==> config.mk <==
export PLATFORM = sky130hd
export DESIGN_NAME = program_loader
export DESIGN_NICKNAME = d
export VERILOG_FILES = /design/src/rtl/loader_pkg.sv /design/src/rtl/program_loader.sv
export SDC_FILE = /design/constraint.sdc
export NUM_CORES = 1
export LEC_CHECK = 0
export ABC_CLOCK_PERIOD_IN_PS = 1600
export CORE_MARGIN = 2
export CORE_UTILIZATION = 50
export CTS_CLUSTER_SIZE = 8
export DETAILED_ROUTE_END_ITERATION = 12
export HOLD_SLACK_MARGIN = 0.02
export PLACE_DENSITY = 0.75
export SYNTH_ARGS = -nofsm -noshare
export SYNTH_HDL_FRONTEND = slang
export SYNTH_SLANG_ARGS = --single-unit
==> constraint.sdc <==
create_clock -name clk -period 1.6 [get_ports clk]
set_input_delay 0.32 -clock clk [delete_from_list [all_inputs] [get_ports clk]]
set_output_delay 0.32 -clock clk [all_outputs]
set_load 0.005 [all_outputs]
==> src/rtl/loader_pkg.sv <==
// Shared definitions for the host program loader: FSM states, frame marker, cmd field positions.
package loader_pkg;

  typedef enum logic [2:0] {
    S_IDLE   = 3'd0,
    S_CMD    = 3'd1,
    S_DATA   = 3'd2,
    S_CHK    = 3'd3,
    S_FINISH = 3'd4
  } state_e;

  localparam logic [7:0] SYNC_BYTE = 8'hA5;

  // cmd byte layout: {start_addr, len_m1}
  localparam int CMD_ADDR_MSB = 7;
  localparam int CMD_ADDR_LSB = 4;
  localparam int CMD_LEN_MSB  = 3;
  localparam int CMD_LEN_LSB  = 0;

endpackage

==> src/rtl/program_loader.sv <==
// Host byte-stream loader for the SAP CPU program RAM; writes each data byte one cycle after acceptance,
// holds the CPU in reset during a frame and releases it only when the XOR checksum verifies.
module program_loader
  import loader_pkg::*;
#(
  parameter int          ADDR_W    = 4,
  parameter int          DATA_W    = 8,
  parameter logic [7:0]  SYNC_BYTE = loader_pkg::SYNC_BYTE
) (
  input  logic              clk,
  input  logic              reset,
  input  logic              in_valid,
  input  logic [7:0]        in_data,
  output logic              in_ready,
  output logic              load_mode,
  output logic [ADDR_W-1:0] load_address,
  output logic [DATA_W-1:0] load_program,
  output logic              cpu_reset,
  output logic              busy,
  output logic              done,
  output logic              err
);

  state_e             state_q, state_d;
  logic [ADDR_W-1:0]  addr_ptr_q, addr_ptr_d;
  logic [3:0]         remaining_q, remaining_d;
  logic [7:0]         acc_q, acc_d;
  logic               match_q, match_d;
  logic               load_mode_q, load_mode_d;
  logic [ADDR_W-1:0]  load_address_q, load_address_d;
  logic [DATA_W-1:0]  load_program_q, load_program_d;
  logic               cpu_reset_q, cpu_reset_d;
  logic               busy_q, busy_d;
  logic               err_q, err_d;
  logic               accept;

  assign in_ready = (state_q != S_FINISH);
  assign accept   = in_valid & in_ready;

  always_comb begin
    state_d        = state_q;
    addr_ptr_d     = addr_ptr_q;
    remaining_d    = remaining_q;
    acc_d          = acc_q;
    match_d        = match_q;
    load_mode_d    = 1'b0;
    load_address_d = load_address_q;
    load_program_d = load_program_q;
    cpu_reset_d    = cpu_reset_q;
    busy_d         = busy_q;
    err_d          = err_q;

    case (state_q)
      S_IDLE: begin
        if (accept && in_data == SYNC_BYTE) begin
          state_d     = S_CMD;
          busy_d      = 1'b1;
          cpu_reset_d = 1'b0;
          err_d       = 1'b0;
        end
      end
      S_CMD: begin
        if (accept) begin
          addr_ptr_d  = ADDR_W'(in_data[CMD_ADDR_MSB:CMD_ADDR_LSB]);
          remaining_d = in_data[CMD_LEN_MSB:CMD_LEN_LSB];
          acc_d       = in_data;
          state_d     = S_DATA;
        end
      end
      S_DATA: begin
        if (accept) begin
          load_mode_d    = 1'b1;
          load_address_d = addr_ptr_q;
          load_program_d = DATA_W'(in_data);
          addr_ptr_d     = addr_ptr_q + 1'b1;
          acc_d          = acc_q ^ in_data;
          remaining_d    = remaining_q - 4'd1;
          if (remaining_q == 4'd0) state_d = S_CHK;
        end
      end
      S_CHK: begin
        if (accept) begin
          match_d = (in_data == acc_q);
          state_d = S_FINISH;
        end
      end
      S_FINISH: begin
        // A failed frame leaves the CPU held; err stays set until the next SYNC.
        busy_d      = 1'b0;
        cpu_reset_d = match_q;
        err_d       = err_q | ~match_q;
        state_d     = S_IDLE;
      end
      default: state_d = S_IDLE;
    endcase
  end

  always_ff @(posedge clk) begin
    if (!reset) begin
      state_q        <= S_IDLE;
      addr_ptr_q     <= '0;
      remaining_q    <= '0;
      acc_q          <= '0;
      match_q        <= 1'b0;
      load_mode_q    <= 1'b0;
      load_address_q <= '0;
      load_program_q <= '0;
      cpu_reset_q    <= 1'b0;
      busy_q         <= 1'b0;
      err_q          <= 1'b0;
    end else begin
      state_q        <= state_d;
      addr_ptr_q     <= addr_ptr_d;
      remaining_q    <= remaining_d;
      acc_q          <= acc_d;
      match_q        <= match_d;
      load_mode_q    <= load_mode_d;
      load_address_q <= load_address_d;
      load_program_q <= load_program_d;
      cpu_reset_q    <= cpu_reset_d;
      busy_q         <= busy_d;
      err_q          <= err_d;
    end
  end

  assign load_mode    = load_mode_q;
  assign load_address = load_address_q;
  assign load_program = load_program_q;
  assign cpu_reset    = cpu_reset_q;
  assign busy         = busy_q;
  assign err          = err_q;
  assign done         = (state_q == S_FINISH) && match_q;

endmodule

## After elaboration in Yosys (flattened, before gate mapping)

Index checks and enable logic that the tools add are counted.

- Register bits after elaboration: 36
- Bits in latches: 0
- RAM bits: 0
- Memory bits (read-only): 0
- Output and inout port bits: 18
- Memories: 0

- Add/subtract/negate cells: 2
- Multipliers: 0
- Divide/modulo/power cells: 0
- Order comparisons: 0
- Equal/unequal tests: 12
- Shifts and indexed selects: 0
- Mux-type cells: 21
- Bitwise logic cells: 4
- Reductions and logical operators: 12

Operators with widths:

| kind | number |
|---|---|
| 4-bit two-way mux | 4 |
| 8-bit two-way mux | 2 |
| 4-bit case mux with 2 select lines | 2 |
| 8-bit case mux with 2 select lines | 1 |
| 3-bit two-way mux | 5 |
| 3-bit case mux with 4 select lines | 1 |
| 2-bit inequality test (second input constant) | 5 |
| 8-bit equality test | 1 |
| 8-bit equality test (second input constant) | 1 |
| 2-bit AND reduction | 4 |
| 8-bit bitwise XOR | 1 |
| 3-bit by 2-bit equality test with 1-bit output (second input constant) | 2 |
| 1-bit case mux with 2 select lines | 3 |
| 5-bit AND reduction | 1 |
| 4-bit by 1-bit adder with 4-bit output (second input constant) | 1 |
| 4-bit logical NOT | 1 |
| 2-bit nonzero test | 2 |
| 4-bit by 1-bit subtractor with 4-bit output (second input constant) | 1 |
| 3-bit by 1-bit equality test with 1-bit output (second input constant) | 1 |
| 3-bit equality test (second input constant) | 1 |
| 3-bit logical NOT | 1 |
| 1-bit two-way mux | 3 |
| 3-bit inequality test (second input constant) | 1 |
| 3-bit AND reduction | 1 |
| other kinds (4) | 5 |

## Depth between registers and ports, before layout

- Word-level depth: 5
- Gate-level depth with buffers: 7
- Depth with buffers taken out: 6

## Least setup slack after synthesis

No wires, ideal clock.

- Path kind: reg-to-reg
- Start point: register state_q[2]
- End point: register addr_ptr_q[3]
- Library setup time: 0.121 ns
- Data arrival time: 1.305 ns
- Slack: 0.174 ns
- Stages on the path, launching flop included: 7
- Buffers on the path: 3
- Period minus slack after synthesis: 1.426 ns
- Cells stage by stage: dfxtp_1 buf_6 or3b_4 buf_6 buf_6 a21oi_1 o22ai_1

- Word-level cells in the longest chain between the ends: 4
- Elaborated cells between the ends (all ways): 9
- Those cells by class: 5 x eq/ne; 1 x mux; 1 x bitwise; 2 x reduce/logical

Ends and longest elaborated chain:

| what | line | source |
|---|---|---|
| start: declaration | program_loader.sv:24 | `state_e state_q, state_d;` |
| start signal: assignment | program_loader.sv:112 | `state_q <= state_d;` |
| 3-bit inequality test | program_loader.sv:37 | `assign in_ready = (state_q != S_FINISH);` |
| 1-bit bitwise AND | program_loader.sv:38 | `assign accept = in_valid & in_ready;` |
| 2-bit inequality test (no source line) | n/a |  |
| 3-bit AND reduction (no source line) | n/a |  |
| end signal: assignment | program_loader.sv:113 | `addr_ptr_q <= addr_ptr_d;` |
| end: declaration | program_loader.sv:25 | `logic [ADDR_W-1:0] addr_ptr_q, addr_ptr_d;` |

Several ways; a longest one is shown, not always the timed one.
A chain may end at the register's enable or synchronous reset.

## Final worst setup path

- Start point: input in_data[3]
- End point: register cpu_reset_q (netlist: cpu_reset)

- Word-level cells in the longest chain between the ends: 4

Ends and longest elaborated chain:

| what | line | source |
|---|---|---|
| start: declaration | program_loader.sv:13 | `input logic [7:0] in_data,` |
| 8-bit equality test | program_loader.sv:55 | `if (accept && in_data == SYNC_BYTE) begin` |
| 1-bit logical AND | program_loader.sv:55 |  |
| 2-bit inequality test (no source line) | n/a |  |
| 2-bit AND reduction (no source line) | n/a |  |
| end signal: assignment | program_loader.sv:120 | `cpu_reset_q <= cpu_reset_d;` |
| end: declaration | program_loader.sv:32 | `logic cpu_reset_q, cpu_reset_d;` |

No other way between the ends.

==> results.tsv <==
stage	metric	value	unit
status	status	finished clean	
clock_network	H-Tree Depth	2	
global_route	vias in the first global route	1743	
place	GPL Wtd Cong	0.838	
clock_network	# clock sinks	36	
setup_path	CP cell instances	clkdlybuf4s50_1, nor4bb_2, nand4b_1, buf_4, nand2b_1, a31oi_1	
timing	post-route setup slack	77.1	ps
floorplanning	Placeable Area	3630	um2
yosys	Post-synth ARST share	0	%
cells_and_area	Area Growth Syn to Fin	32.8	%
global_route	first-pass GRT wire length	7.78	mm
cells_and_area	layout cell share with drive strength beyond 1	19.3	%
timing	Pins Over Slew Limit	0	
clock_network	clk_lat worst skew	290	ps
global_route	Overflow after GRT	0	
timing	Tcrit/Tclk final	95.2	%
place	post-place setup slack	-319	ps
setup_path	CP Max Fanout	4	
setup_path	Setup crit start kind	primary input	
yosys	ys flop type	dfxtp_1	
place	hpwl dp	3.15	mm
drt	Vias per Instance	5.45	
global_route	GRT Overall Usage	23.6	%
setup_path	Crit path required time	1780	ps
yosys	Net Count, Synth	235	
yosys	commonest cells in the netlist	nand2_1 (45), dfxtp_1 (36), a21boi_0 (15), nor2_1 (15), o21ai_0 (10)	
clock_network	Hold Buf Count CTS	0	
timing	Worst Tran Pin Value	313	ps
yosys	Synth Cell Area	1870	um2
drt	vias	1727	
timing	max_slew headroom	79.1	%
yosys	Syn Area/Cell	8.42	um2
setup_path	slowest stage delay, CP	490	ps
drt	Detailed Route WL	4.44	mm
cells_and_area	ant diodes	0	
clock_network	CTS tree	done	
yosys	YS warnings	0	
clock_network	Num CTS Buffers	5	
timing	final setup vio count	0	
drt	DRC	0	
timing	Hold Fails Final Rpt	0	
clock_network	clock root buffer	clkbuf_8	
setup_path	critical path's slowest cell	clkdlybuf4s50_1	
power_and_ir_drop	total leakage power	0.951	nW
global_route	largest net degree at the start of global routing	30	
timing	RSZ-0062 raised after global routing	true	
drt	average wire per standard cell	14.0	um
drt	Detail Route Antenna Nets	0	
global_route	initial antenna violation count	0	
power_and_ir_drop	peak supply drop	0.461	mV
clock_network	Worst-path clk slew	70	ps
yosys	share of the synthesized area in the top cell type	38.6	%
yosys	most common cell in the netlist	nand2_1	
timing	Peak Freq	657	MHz
power_and_ir_drop	PwrDens	701	nW/um2
yosys	Synth Register Bits	36	
yosys	Cells after Synth	222	
drt	DR iter-0 viols	125	
floorplanning	num rows	22	
timing	Setup TNS	0	ps
timing	minimum clock period	1520	ps
clock_network	CTS Buffer Depth	2	
floorplanning	chip height	65.1	um
setup_path	WP data arrival	1700	ps
flow_run	max-cap violation count	0	
yosys	Synth area leaders	dfxtp_1 (39%), nand2_1 (9.0%), a21boi_0 (6.0%)	
cells_and_area	layout net count	282	
setup_path	crit path kind	in -> reg	
timing	clk_skew	4.38	ps
setup_path	crit end category	flop	
place	I/O Buffers	28	
drt	drt pass-1 iters	4	
floorplanning	DIE WIDTH	65.1	um
yosys	register area share after synthesis	38.6	%
hold_path	HP Class	reg -> reg	
yosys	Unique masters post-synth	42	
floorplanning	Initial Util	51.4	%
floorplanning	Die ar.	4240	um2
cells_and_area	fin util	68.3	%
yosys	Post-synth EDFFs	0	
floorplanning	Top Ports	29	
yosys	post-synth top area cell	dfxtp_1	
==> registers in the layout, indices dropped and copies added, names as in the netlist <==
name,cells
load_mode,1
acc_q,8
load_program,8
err,1
state_q,3
match_q,1
remaining_q,4
addr_ptr_q,4
cpu_reset,1
busy,1
load_address,4
==> path summary, 6_finish.rpt <==
| path | cells after the start | startpoint | slack, ps | to |
|---|---|---|---|---|
| max | 6 | in_data[3] | 80 | cpu_reset$_SDFFE_PN0P_ |
| min | 2 | load_program[2]$_SDFFE_PN0P_ | 460 | load_program[2]$_SDFFE_PN0P_ |
| max reg2reg | 5 | state_q[1]$_SDFFE_PN0P_ | 120 | addr_ptr_q[2]$_SDFFE_PN0P_ |
| min reg2reg | 2 | load_program[2]$_SDFFE_PN0P_ | 460 | load_program[2]$_SDFFE_PN0P_ |
==> worst max-delay path: cells and delay by family <==
family / cells / cell delay [ps]
AO/OA/AOI/OAI: 1 / 80
buffers and inverters: 2 / 680
AND/OR/NAND/NOR: 3 / 620
==> metal layers <==
metal  wire length (um)  global-route usage [%]  share of wire (%)  vias up
met5                  0                       0                  0        -
li1                   -                       -                  -      860
met3                221                    5.99                5.0       10
met2               2090                    41.2                 47       50
met4                 92                    7.03                2.1        0
met1               2040                    28.7                 46      807
==> per-stage QoR <==
step / cells / hold slack [ps] / instance area (um2) / power, W
final: 317 / 463 / 2480 / 0.00174
after global routing: 317 / 492 / 2480 / 0.00179
after CTS: 317 / 467 / 2460 / 0.00174
after detailed placement: 310 / 458 / 2340 / 0.00104
after global placement: 310 / 451 / 2340 / 0.00104
after floorplan: 222 / 450 / 1870 / 0.000959
==> area by class of cell <==
| class | instances | area (um2) |
|---|---|---|
| clock buffers | 7 | 96.3 |
| fillers | 316 | 1150 |
| inverters | 2 | 7.51 |
| multi-input cells | 168 | 1080 |
| flip-flops and latches | 36 | 724 |
| well taps | 48 | 60.1 |
| repair buffers | 56 | 513 |
==> cells in the final DEF, fill, tap and decap left out, drive strengths merged, types with 3 or more instances in the layout <==
| cell | synthesis | routed |
|---|---|---|
| nand2 | 45 | 45 |
| dfxtp | 36 | 36 |
| buf | 11 | 28 |
| clkdlybuf4s50 | 0 | 26 |
| a21boi | 17 | 17 |
| nor2 | 15 | 15 |
| o21ai | 13 | 13 |
| o211ai | 9 | 9 |
| xor2 | 9 | 9 |
| mux2i | 8 | 8 |
| clkbuf | 5 | 7 |
| a21oi | 6 | 6 |
| nor3 | 5 | 5 |
| nor3b | 5 | 5 |
| and2 | 4 | 4 |
| nand3 | 4 | 4 |
| nand2b | 3 | 3 |
| o22ai | 3 | 3 |
==> report_power, final <==
part           switching, W  internal [W]  leakage [nW]  total [W]
registers       0.000000867      0.000896         0.291   0.000897
clock network      0.000332      0.000384        0.0503   0.000716
logic             0.0000598     0.0000666         0.609   0.000126
==> cell families (layout without fill, tap and decap cells) <==
logic type	Yosys count	count (layout)	share of synthesized area [%]
AO/OA/AOI/OAI	54	54	19.4
XOR/XNOR	10	10	4.69
adder cells (fa/ha/maj)	2	2	1.34
buffers and inverters	18	65	5.76
flip-flops	36	36	38.6
multiplexers	8	8	4.28
AND/OR/NAND/NOR	94	94	26.0
==> timing repair <==
action	4_1_cts	5_1_grt
resized for setup	8	5
buffers inserted	0	0
endpoints found under the setup margin	3	10
pin swaps	0	1
No activity file was read; power rests on OpenSTA's default activity.
